### config.mk
export PLATFORM = sky130hd
export DESIGN_NAME = reg_file_sb
export DESIGN_NICKNAME = d
export VERILOG_FILES = /design/src/rtl/reg_pkg.sv /design/src/rtl/reg_file_sb_scoreboard.sv /design/src/rtl/reg_file_sb.sv
export SDC_FILE = /design/constraint.sdc
export NUM_CORES = 2
export LEC_CHECK = 0
export CAP_MARGIN = 25
export CORE_UTILIZATION = 63
export CTS_BUF_LIST = sky130_fd_sc_hd__clkbuf_8 sky130_fd_sc_hd__clkbuf_16
export CTS_CLUSTER_DIAMETER = 40
export CTS_CLUSTER_SIZE = 24
export DETAILED_ROUTE_END_ITERATION = 8
export PLACE_DENSITY = 0.79
export RECOVER_POWER = 25
export SYNTH_ARGS = -nofsm -noshare
export SYNTH_HDL_FRONTEND = slang
export SYNTH_SLANG_ARGS = --single-unit
### constraint.sdc
create_clock -name clk -period 45.4 [get_ports clk]
set_clock_uncertainty 0.1 [all_clocks]
set_input_delay 9.08 -clock clk [delete_from_list [all_inputs] [get_ports clk]]
set_output_delay 9.08 -clock clk [all_outputs]
set_load 0.05 [all_outputs]
### src/rtl/reg_pkg.sv
// Shared constants, width helper and address/data typedefs for the register file.
package reg_pkg;
    localparam int DEF_XLEN  = 32;
    localparam int DEF_NREGS = 32;

    function automatic int clog2(input int n);
        int r;
        r = 0;
        while ((1 << r) < n) r++;
        return r;
    endfunction

    localparam int DEF_AW = clog2(DEF_NREGS);

    typedef logic [DEF_AW-1:0]   reg_addr_t;
    typedef logic [DEF_XLEN-1:0] reg_word_t;
endpackage

### src/rtl/reg_file_sb_scoreboard.sv
// Busy scoreboard: per-register pending bits, busy counter and busy lookup for both read ports.
// Optional macro REGFILE_BYPASS_EN forwards same-cycle write-back/issue into busy1/busy2.
module reg_scoreboard
    import reg_pkg::*;
#(
    parameter int NREGS = DEF_NREGS,
    parameter int AW    = clog2(NREGS),
    parameter int CW    = clog2(NREGS + 1)
) (
    input  logic          clk,
    input  logic          reset,
    input  logic          set_vld,
    input  logic [AW-1:0] set_addr,
    input  logic          clr_vld,
    input  logic [AW-1:0] clr_addr,
    input  logic [AW-1:0] rs1_addr,
    input  logic [AW-1:0] rs2_addr,
    output logic          busy1,
    output logic          busy2,
    output logic [CW-1:0] busy_cnt
);
    logic [NREGS-1:0] busy_q, busy_d;
    logic [CW-1:0]    cnt_q, cnt_d;
    logic             inc, dec;

    always_comb begin
        busy_d = busy_q;
        if (clr_vld) busy_d[clr_addr] = 1'b0;
        if (set_vld) busy_d[set_addr] = 1'b1;
    end

    // Count transitions rather than events so the counter can never drift.
    always_comb begin
        inc   = set_vld && !busy_q[set_addr];
        dec   = clr_vld && busy_q[clr_addr] && !(set_vld && set_addr == clr_addr);
        cnt_d = cnt_q + {{(CW-1){1'b0}}, inc} - {{(CW-1){1'b0}}, dec};
    end

    always_ff @(posedge clk or posedge reset) begin
        if (reset) begin
            busy_q <= '0;
            cnt_q  <= '0;
        end else begin
            busy_q <= busy_d;
            cnt_q  <= cnt_d;
        end
    end

`ifdef REGFILE_BYPASS_EN
    always_comb begin
        busy1 = (clr_vld && clr_addr == rs1_addr) ? (set_vld && set_addr == rs1_addr) : busy_q[rs1_addr];
        busy2 = (clr_vld && clr_addr == rs2_addr) ? (set_vld && set_addr == rs2_addr) : busy_q[rs2_addr];
    end
`else
    always_comb begin
        busy1 = busy_q[rs1_addr];
        busy2 = busy_q[rs2_addr];
    end
`endif

    assign busy_cnt = cnt_q;
endmodule

### src/rtl/reg_file_sb.sv
// 2-read/1-write register file with optional zero register and busy scoreboard.
// Optional macro REGFILE_BYPASS_EN enables write-first forwarding on both read ports.
module reg_file_sb
    import reg_pkg::*;
#(
    parameter int XLEN     = DEF_XLEN,
    parameter int NREGS    = DEF_NREGS,
    parameter int AW       = clog2(NREGS),
    parameter int ZERO_REG = 1
) (
    input  logic                       clk,
    input  logic                       reset,
    input  logic                       enable,
    input  logic [AW-1:0]              rd_data,
    input  logic [XLEN-1:0]            write_data,
    input  logic [AW-1:0]              rs1_data,
    input  logic [AW-1:0]              rs2_data,
    output logic [XLEN-1:0]            read_data1,
    output logic [XLEN-1:0]            read_data2,
    input  logic                       issue_valid,
    input  logic [AW-1:0]              issue_rd,
    output logic                       busy1,
    output logic                       busy2,
    output logic [clog2(NREGS+1)-1:0]  busy_cnt
);
    logic [XLEN-1:0] regs_q [NREGS];
    logic [XLEN-1:0] regs_d [NREGS];
    logic            wr_en;
    logic            iss_en;

    assign wr_en  = enable && !((ZERO_REG != 0) && rd_data == '0);
    assign iss_en = issue_valid && !((ZERO_REG != 0) && issue_rd == '0);

    always_comb begin
        regs_d = regs_q;
        if (wr_en) regs_d[rd_data] = write_data;
    end

    always_ff @(posedge clk or posedge reset) begin
        if (reset) begin
            for (int i = 0; i < NREGS; i++) regs_q[i] <= '0;
        end else begin
            regs_q <= regs_d;
        end
    end

`ifdef REGFILE_BYPASS_EN
    always_comb begin
        read_data1 = (wr_en && rd_data == rs1_data) ? write_data : regs_q[rs1_data];
        read_data2 = (wr_en && rd_data == rs2_data) ? write_data : regs_q[rs2_data];
    end
`else
    always_comb begin
        read_data1 = regs_q[rs1_data];
        read_data2 = regs_q[rs2_data];
    end
`endif

    reg_scoreboard #(
        .NREGS (NREGS),
        .AW    (AW),
        .CW    (clog2(NREGS + 1))
    ) u_sb (
        .clk      (clk),
        .reset    (reset),
        .set_vld  (iss_en),
        .set_addr (issue_rd),
        .clr_vld  (wr_en),
        .clr_addr (rd_data),
        .rs1_addr (rs1_data),
        .rs2_addr (rs2_data),
        .busy1    (busy1),
        .busy2    (busy2),
        .busy_cnt (busy_cnt)
    );
endmodule

==> reports/qor.txt <==
Outcome -> complete, but fails checks
Failing checks -> capacitance limit, slew limit
H-tree Lvls -> 4
Delay-heaviest family, CP -> buffers and inverters
Clk_lat worst skew -> 760 ps
Post-synth EDFFs -> 0
Clock Power Share -> 38.5%
Ys flop type -> dfrtp_1
P_int -> 2260 uW
Unrepaired setup endpoints after global routing -> false
Crit path arrival time -> 13500 ps
Pleak -> 0.0276 uW
Final hold vios -> 0
PD cells -> 49.2 nW/um2
Worst min path class -> reg -> reg
Post-Synth Adder-Cell Area -> 0.167%
Critical path's slowest cell -> buf_4
Resized Gates After CTS -> 0
RD Place Congestion -> 0.886
Core area -> 88900 um2
Highest Clock Rate -> 44.1 MHz
Distinct cell type count of the synthesized netlist -> 53
Detailed Route Iter0 Violations -> 3775
Avg Inst Size Synth -> 16.1 um2
CTS clk-pin slew, worst paths -> 50 ps
HPWL after DPL -> 85500 um
Worst-path cell chain -> buf_8 > buf_4 > buf_4 > mux4_2 > mux4_2 > o21a_1 > clkdlybuf4s50_1
Mux contribution to synthesized area -> 46.3%
Die Wd -> 303 um
Comb pwr share -> 20.9%
Synth Area in Compound Gates -> 2.37%
Buffers & Inverters on Critical Path -> 4
Most common cell after layout, fill and taps aside -> dfrtp_1
Initial antenna violation count -> 2
Final Max Tran Viols -> 494
Number of routed nets with antenna violations -> 0
Remaining DRCs -> 0
Crit start category -> input pin
Setup TNS -> 0 ps
Vias in the first global route -> 38102
Post CTS Setup Buffer Count -> 0
Synth Register Bits -> 1062
Most frequent cells in the layout -> dfrtp_1, mux2_2, mux4_2, clkbuf_16, mux2i_1
Clock sink total -> 1062
Routed WL -> 163000 um
Cell area after synthesis -> 56900 um2
Worst-path maximum fanout -> 71
Hold_buf cts -> 0
Largest family of logic cells by synthesized area -> multiplexers
Crit share post-route -> 50.0%
Critical path type -> in -> out
Vias per Instance -> 7.42
Wire length per cell -> 34.3 um
Switching power -> 879 uW
I/O Buffers -> 127
Pin count of the biggest net entering global routing -> 177
Die ar. -> 91600 um2
Pre-CTS WS -> 22610 ps
Share of power burned in registers -> 40.5%
Synth Instances -> 3540
IO Pins -> 128
Net Sw Frac -> 28.0%
Final hold slack -> 296 ps
Root buffer cell -> clkbuf_16
Synth Area in Simple Gates -> 0.945%
Total track usage -> 36.9%
DR pass1 iterations -> 7
Global-route wire length before repair -> 246000 um
Synthesized Nets -> 3603
Overflow after GRT -> 0
Kind of end point of the critical path -> output port
Final WS setup -> 22720 ps
Die height -> 303 um
DR vias -> 35309
Synth warnings -> 0
CTS tree -> yes
Worst-Margin Slew -> 9180 ps
Worst VDD drop -> 0.0369 mV
Inserted Clock Buffers -> 146
Minimum clock period -> 22690 ps
XOR/XNOR share of the synthesized area -> 0.154%
Worst path max stage delay -> 850 ps
CP required -> 36220 ps
Max-Cap Viols -> 7
# rows -> 109
Slew margin rel. -> -512%
Initial core utilization -> 64.0%
Synth async-reset ratio -> 100%
Final Setup Violations -> 0
Clock Tree Buf Depth -> 3
Nets -> 3535
Syn-to-layout area delta -> 12.2%
Register area share after synthesis -> 46.7%
Share of cells above drive strength 1 -> 54.6%
-- final timing paths --
| kind | start | to | slack [ps] | depth (start not counted) |
|---|---|---|---|---|
| setup / recovery | rs2_data[0] | read_data2[21] | 22720 | 7 |
| hold / removal | regs_q[996]$_DFFE_PP0P_ | regs_q[996]$_DFFE_PP0P_ | 300 | 0 |
| setup reg to reg | u_sb.busy_q[2]$_DFF_PP0_ | u_sb.busy_cnt[4]$_DFF_PP0_ | 42160 | 13 |
| hold reg to reg | regs_q[996]$_DFFE_PP0P_ | regs_q[996]$_DFFE_PP0P_ | 300 | 0 |
| max in group asynchronous | reset | u_sb.busy_q[29]$_DFF_PP0_ | 24250 | 3 |
| min in group asynchronous | reset | regs_q[150]$_DFFE_PP0P_ | 10410 | 2 |
-- per-layer routing --
layer  vias up  part of all wire, %  GRT usage (%)
met1     19245                   38           50.1
li1      13682                    -              -
met2      1920                   48           57.0
met5         -               0.0074              0
met4         2                  4.3           16.1
met3       460                  9.9           9.65
-- stage by stage --
step	instances	instance area [um2]	utilization (%)	total power [uW]
floorplan	3540	56900	-	1760
global placement	4479	58400	65.7	1880
detailed placement	4479	58400	65.7	1930
CTS	4750	63700	71.6	3140
global route	4760	63900	71.8	3250
finish	4761	63900	71.8	3140
-- cells by family after synthesis --
logic type,after synthesis
mux,1740
xor+xnor,10
flops,1062
simple gates,104
compound gates,189
buf+inv,428
fa+ha+maj,7
-- cell usage after synthesis (2+ instances only) --
cell type / count / area, um2
nor2b_1: 8 / 50.1
xor2_1: 5 / 43.8
nor3_1: 3 / 15.0
mux2_2: 966 / 10900
o21a_1: 66 / 495
buf_4: 26 / 195
o22ai_1: 5 / 31.3
a22o_1: 9 / 78.8
buf_6: 5 / 56.3
inv_1: 14 / 52.6
buf_2: 115 / 576
o21ai_0: 27 / 135
nand2b_1: 6 / 37.5
clkbuf_1: 211 / 792
nand3_1: 7 / 35.0
nand3b_1: 5 / 37.5
or2_2: 2 / 12.5
a211oi_1: 2 / 15.0
buf_12: 3 / 60.1
a22oi_1: 66 / 495
ha_1: 6 / 75.1
and2_1: 2 / 12.5
a21oi_1: 5 / 25.0
xnor2_1: 5 / 43.8
dfrtp_1: 1062 / 26600
nand2_1: 35 / 131
nand4b_1: 2 / 17.5
mux2i_1: 140 / 1400
mux4_2: 605 / 13600
buf_1: 54 / 203
mux2_4: 29 / 435
nor2_1: 20 / 75.1
nand4_1: 4 / 25.0
-- registers in the layout, indices dropped and copies added, names as in the netlist --
signal,cells
u_sb.busy_q,32
regs_q,1024
u_sb.busy_cnt,6
-- power by group through the flow --
| stage | combinational, uW | clock (uW) | sequential (uW) |
|---|---|---|---|
| final | 657 | 1210 | 1270 |
| after global placement | 627 | 0 | 1250 |
| after global routing | 695 | 1260 | 1290 |
| after floorplan | 520 | 0 | 1240 |
| after CTS | 657 | 1220 | 1270 |
| after detailed placement | 652 | 0 | 1280 |
-- cell type report --
class	instances	area [um2]
antenna	1	2.50
sequential	1062	26600
tap	1165	1460
multi-input combinational	2050	28500
clock buffer	167	4000
timing repair buffer	198	2020
clock inverter	104	1240
inverter	14	53.8
fill	5449	25000
(Power assumes the default switching activity.)
